<file path="config.mk">
export PLATFORM = sky130hd
export DESIGN_NAME = prog_loader
export DESIGN_NICKNAME = d
export VERILOG_FILES = /design/src/rtl/prog_loader.sv
export SDC_FILE = /design/constraint.sdc
export NUM_CORES = 1
export LEC_CHECK = 0
export ABC_CLOCK_PERIOD_IN_PS = 2400
export BUFFER_PORTS_ARGS = -buffer_cell sky130_fd_sc_hd__buf_2
export CAP_MARGIN = 5
export CORE_ASPECT_RATIO = 1.4
export CORE_UTILIZATION = 54
export CTS_CLUSTER_SIZE = 16
export DETAILED_ROUTE_END_ITERATION = 10
export PLACE_DENSITY = 0.93
export SLEW_MARGIN = 20
export SYNTH_ARGS = -nofsm -noshare
export SYNTH_HDL_FRONTEND = slang
export SYNTH_SLANG_ARGS = --single-unit
export TNS_END_PERCENT = 30
</file>
<file path="constraint.sdc">
create_clock -name clk -period 2.4 [get_ports clk]
set_clock_uncertainty 0.2 [all_clocks]
set_input_delay 0 -clock clk [delete_from_list [all_inputs] [get_ports clk]]
set_output_delay 0 -clock clk [all_outputs]
set_load 0.03 [all_outputs]
</file>
<file path="src/rtl/prog_loader.sv">
// rtl/prog_loader.sv - boot-time program loader feeding the PATP main store
//
// Accepts a byte stream over in_valid/in_ready, writes DEPTH bytes into the
// main store at sequential addresses and releases the core (core_run) once
// the whole image has arrived.
//
// Optional feature: define PROG_LOADER_CHECKSUM_EN to require one trailing
// checksum byte after the image; the load succeeds only when
// (sum of image bytes + checksum byte) mod 2^DATA_W == 0.
//
// Ports:
//   clk       clock, rising edge
//   rst       asynchronous active-low reset
//   start     request a new load (level-sampled in IDLE/DONE/ERROR)
//   in_valid  upstream byte valid
//   in_data   upstream byte
//   in_ready  loader accepts a byte (decoded from state)
//   ms_we     main-store write strobe, one cycle per byte
//   ms_addr   main-store write address
//   ms_wdata  main-store write data
//   core_run  core may execute
//   busy      load in progress
//   done      last load completed successfully
//   error     last load failed its checksum (0 without the checksum feature)

module prog_loader #(
  parameter int DEPTH  = 32,
  parameter int ADDR_W = 5,
  parameter int DATA_W = 8
) (
  input  logic              clk,
  input  logic              rst,
  input  logic              start,
  input  logic              in_valid,
  input  logic [DATA_W-1:0] in_data,
  output logic              in_ready,
  output logic              ms_we,
  output logic [ADDR_W-1:0] ms_addr,
  output logic [DATA_W-1:0] ms_wdata,
  output logic              core_run,
  output logic              busy,
  output logic              done,
  output logic              error
);

  typedef enum logic [2:0] {
    S_IDLE  = 3'd0,
    S_LOAD  = 3'd1,
`ifdef PROG_LOADER_CHECKSUM_EN
    S_CHECK = 3'd2,
`endif
    S_DONE  = 3'd3,
    S_ERROR = 3'd4
  } state_t;

  localparam logic [ADDR_W-1:0] LAST = ADDR_W'(DEPTH - 1);

  state_t            state_q, state_d;
  logic [ADDR_W-1:0] cnt_q;
  logic              accept;

`ifdef PROG_LOADER_CHECKSUM_EN
  logic [DATA_W-1:0] sum_q;
  logic [DATA_W-1:0] chk_total;

  // Running sum plus the checksum byte currently on the bus, mod 2^DATA_W.
  assign chk_total = sum_q + in_data;
  assign in_ready  = (state_q == S_LOAD) || (state_q == S_CHECK);
`else
  assign in_ready  = (state_q == S_LOAD);
`endif

  assign accept = in_valid && in_ready;

  always_comb begin
    state_d = state_q;
    case (state_q)
      S_IDLE:  if (start) state_d = S_LOAD;
      S_LOAD: begin
        if (in_valid && (cnt_q == LAST)) begin
`ifdef PROG_LOADER_CHECKSUM_EN
          state_d = S_CHECK;
`else
          state_d = S_DONE;
`endif
        end
      end
`ifdef PROG_LOADER_CHECKSUM_EN
      S_CHECK: begin
        if (in_valid) state_d = (chk_total == '0) ? S_DONE : S_ERROR;
      end
`endif
      S_DONE:  if (start) state_d = S_LOAD;
      S_ERROR: if (start) state_d = S_LOAD;
      default: state_d = S_IDLE;
    endcase
  end

  always_ff @(posedge clk or negedge rst) begin
    if (!rst) begin
      state_q  <= S_IDLE;
      cnt_q    <= '0;
      ms_we    <= 1'b0;
      ms_addr  <= '0;
      ms_wdata <= '0;
      core_run <= 1'b0;
      busy     <= 1'b0;
      done     <= 1'b0;
    end else begin
      state_q <= state_d;
      ms_we   <= 1'b0;
      if ((state_q == S_LOAD) && accept) begin
        ms_we    <= 1'b1;
        ms_addr  <= cnt_q;
        ms_wdata <= in_data;
        // Natural wrap returns the counter to 0 on the final image byte.
        cnt_q    <= cnt_q + 1'b1;
      end else if ((state_q == S_IDLE) || (state_q == S_DONE) ||
                   (state_q == S_ERROR)) begin
        cnt_q <= '0;
      end
      // Status flags follow the next state so they line up with the state.
`ifdef PROG_LOADER_CHECKSUM_EN
      busy     <= (state_d == S_LOAD) || (state_d == S_CHECK);
`else
      busy     <= (state_d == S_LOAD);
`endif
      done     <= (state_d == S_DONE);
      core_run <= (state_d == S_DONE);
    end
  end

`ifdef PROG_LOADER_CHECKSUM_EN
  always_ff @(posedge clk or negedge rst) begin
    if (!rst) begin
      sum_q <= '0;
      error <= 1'b0;
    end else begin
      error <= (state_d == S_ERROR);
      if ((state_q == S_LOAD) && accept) begin
        sum_q <= sum_q + in_data;
      end else if ((state_q == S_IDLE) || (state_q == S_DONE) ||
                   (state_q == S_ERROR)) begin
        sum_q <= '0;
      end
    end
  end
`else
  assign error = 1'b0;
`endif

endmodule
</file>
==> qor.yml <==
status:
  status: "finished clean"
timing:
  period_share_pct: 71.7
  worst_slew_pin_slew_ns: 0.514
  period_needed_ns: 1.72
  hold_viol: 0
  maxSlewHeadroom_pct: 65.8
  tns_ns: 0
  rsz0062_at_grt: "no"
  slew_viol_final: 0
  fmax_ghz: 0.581
  worst_hold_slack_ns: 0.0584
  setup_viol: 0
synthesis:
  syn_inst: 81
  synth-compound-area-share_pct: 6.90
  synth_fa_ha_area_share_pct: 2.30
  synth.avg_cell_area_um2: 13.4
  ys_seq_elements: 24
  yosysWarningCount: 0
  synth.top_cell.area_share_pct: 55.2
  synthMuxAreaShare_pct: 18.4
  synth-edff-count: 0
  syn_nets: 95
  synth_top_family_by_area: "multiplexers"
  synth_cell_types: 28
  yosysSeqAreaShare_pct: 55.2
  async_flop_share_pct: 100
  synth_simple_gate_area_share_pct: 13.3
  yosys.area.top_type: "dfrtp_1"
  synthXorXnorAreaFrac_pct: 0
  ys_top_cells_by_area: "dfrtp_1, mux2_4, o21ai_0"
  synth_flop_cell: "dfrtp_1"
  synthesis.area_um2: 1090
worst_setup_path:
  r2r_end: "ms_wdata[5]"
  crit_buf_inv: 1
  criticalPathCategory: "reg -> reg"
  reg2reg_depth: 4
  worstReg2RegStart: "state_q[1]"
  crit_fanout: 14
  worst_path_max_delay_cell: "dfrtp_1"
  endpoint_kind: "flip-flop"
  crit_arrival_ns: 1.74
  path_cells: "nand2b_4, nor3_4, buf_4, mux2_2"
  required_ns: 2.42
  cpLargestDelayFamily: "flip-flops"
  critPathMaxStageDelay_ns: 0.49
  r2r_setup_slack_ns: 0.68
  start_kind: "flip-flop"
routing:
  wire_per_inst_um: 14.5
  vias: 789
  drc: 0
  via_per_inst: 5.48
  drt-total-wl_mm: 2.08
  drt_pre_antenna_iters: 4
  ant_nets: 0
  dr.first_iter.drc_count: 17
cts:
  clock_sinks: 24
  cts_root_buffer: "clkbuf_4"
  clkLatencyLatePin_ns: 0.32
  cts_setup_buffers: 0
  cts.htree.levels: 1
  clock_tree.buffer_depth: 2
  cts_tree: "done"
  cts.clk_slew.worst_paths_ns: 0.13
  numCtsBuffers: 3
min_path:
  hp-class: "in -> async"
power_and_ir_drop:
  power_mw: 1.21
  powerDensity_nw_per_um2: 863
  p_seq_share_pct: 46.2
  p_comb_share_pct: 29.8
  ir_worst_vdd_uv: 643
  pwr-share-clk_pct: 24.1
  swShare_pct: 32.4
  intPower_mw: 0.817
  p_leak_nw: 0.699
  switchingPower_mw: 0.391
placement:
  dp_cells: 128
  dp_hpwl_mm: 1.36
  gp_congestion: 0.903
  place_area_um2: 1230
  portBuffers: 29
floorplanning:
  boundaryPins: 31
  die_h_um: 55.1
  initial_utilization_pct: 59.7
  core_area_um2: 1820
  die-area_um2: 2200
  rows: 18
  die_w_um: 39.9
cells_and_area:
  drive_above_1_share_pct: 41.9
  nNetsFinal: 139
  antennaDiodeCount: 0
  stdcell_area_um2: 1400
  instances_no_fill: 144
  synthToLayoutAreaGrowth_pct: 28.5
global_route:
  track_usage_pct: 22.6
  grt_pass1_wl_mm: 3.28
  antenna_found_initial: 0
  grt_overflow: 0
  grt_max_degree: 25
  grt_pass1_vias: 763
job:
  cap_violations: 0
-- per-layer routing --
layer  up-vias  part of all wire (%)  routed length [um]  global-route usage (%)
li1        369                     -                   -                       -
met1       391                    41                 854                    25.3
met2        27                    52                1090                    38.2
met3         2                   5.1                 106                    6.00
met4         0                   1.4                  29                    11.5
met5         -                     0                   0                       0
-- worst reg2reg max path: cells and delay by family (launching register included) --
kind / cells / cell delay (ns)
buf+inv: 1 / 0.27
simple gates: 2 / 0.30
flops: 1 / 0.49
mux: 1 / 0.37
-- cell families (layout without fill, tap and decap cells) --
family,count (synthesis),count (layout)
other cells,1,1
flops,24,24
simple gates,21,21
fa+ha+maj,2,2
buf+inv,4,47
compound gates,14,14
mux,15,15
-- Yosys cell counts (2+ instances only) --
cell,count
a21oi_1,3
mux2_2,4
buf_4,2
nand2b_1,2
dfrtp_1,24
o21ai_0,9
a22oi_1,2
nand2_1,3
nor2_1,3
ha_1,2
mux2_4,9
mux2i_1,2
-- worst max path at each step --
stage                           from          end  slack (ns)  cells after the start
final                     state_q[1]  ms_wdata[5]        0.68                      4
after global routing        cnt_q[0]         busy        0.59                      6
after CTS                        rst   state_q[1]        0.57                      3
after detailed placement  state_q[1]  ms_wdata[5]        0.72                      4
after global placement    state_q[1]   ms_addr[1]        0.74                      4
after floorplan           state_q[1]   ms_addr[2]        0.78                      4
-- state kept, by name, indices dropped and copies added (netlist names) --
name / count
busy: 1
cnt_q: 5
done: 1
ms_addr: 5
ms_we: 1
state_q: 3
ms_wdata: 8
-- cell type report --
type / instances / area, um2
multi-input combinational: 53 / 449
inverter: 1 / 3.75
tap: 20 / 25.0
clock inverter: 1 / 30.0
sequential: 24 / 601
fill: 97 / 425
clock buffer: 3 / 22.5
timing repair buffer: 42 / 268
-- placed cells by master, fill, tap and decap left out --
cell           instances
a21oi_1                3
a22oi_1                2
and2_2                 1
and2b_2                1
and3_1                 1
buf_2                 30
buf_4                  1
bufinv_16              1
clkbuf_4               3
conb_1                 1
dfrtp_1               24
dlygate4sd3_1         11
ha_1                   2
inv_1                  1
mux2_2                 4
mux2_4                 9
mux2i_1                2
nand2_1                3
nand2b_1               2
nand2b_4               1
nand3_1                1
nand3b_1               1
nand4_1                1
nand4b_1               1
nor2_1                 3
nor2b_1                1
nor3_4                 1
nor4b_1                1
o21ai_0                9
or2b_1                 1
or4_1                  1
-- metrics by stage --
stage,utilization [%],setup slack [ns]
after CTS,77.0,0.574
after detailed placement,67.5,0.719
after floorplan,-,0.783
after global routing,76.7,0.591
after global placement,67.5,0.744
final,76.7,0.678
-- power groups by stage --
stage / combinational [mW] / clock, mW / sequential (mW)
floorplan: 0.151 / 0 / 0.656
global placement: 0.337 / 0 / 0.559
detailed placement: 0.343 / 0 / 0.566
CTS: 0.360 / 0.295 / 0.558
global route: 0.395 / 0.317 / 0.573
finish: 0.359 / 0.290 / 0.558
-- what timing repair did --
action / 4_1_cts / 5_1_grt
endpoints found under the hold margin: 41 / 0
hold buffers: 12 / 0
resized for setup: 0 / 0
Power figures use the tool's default switching activity.
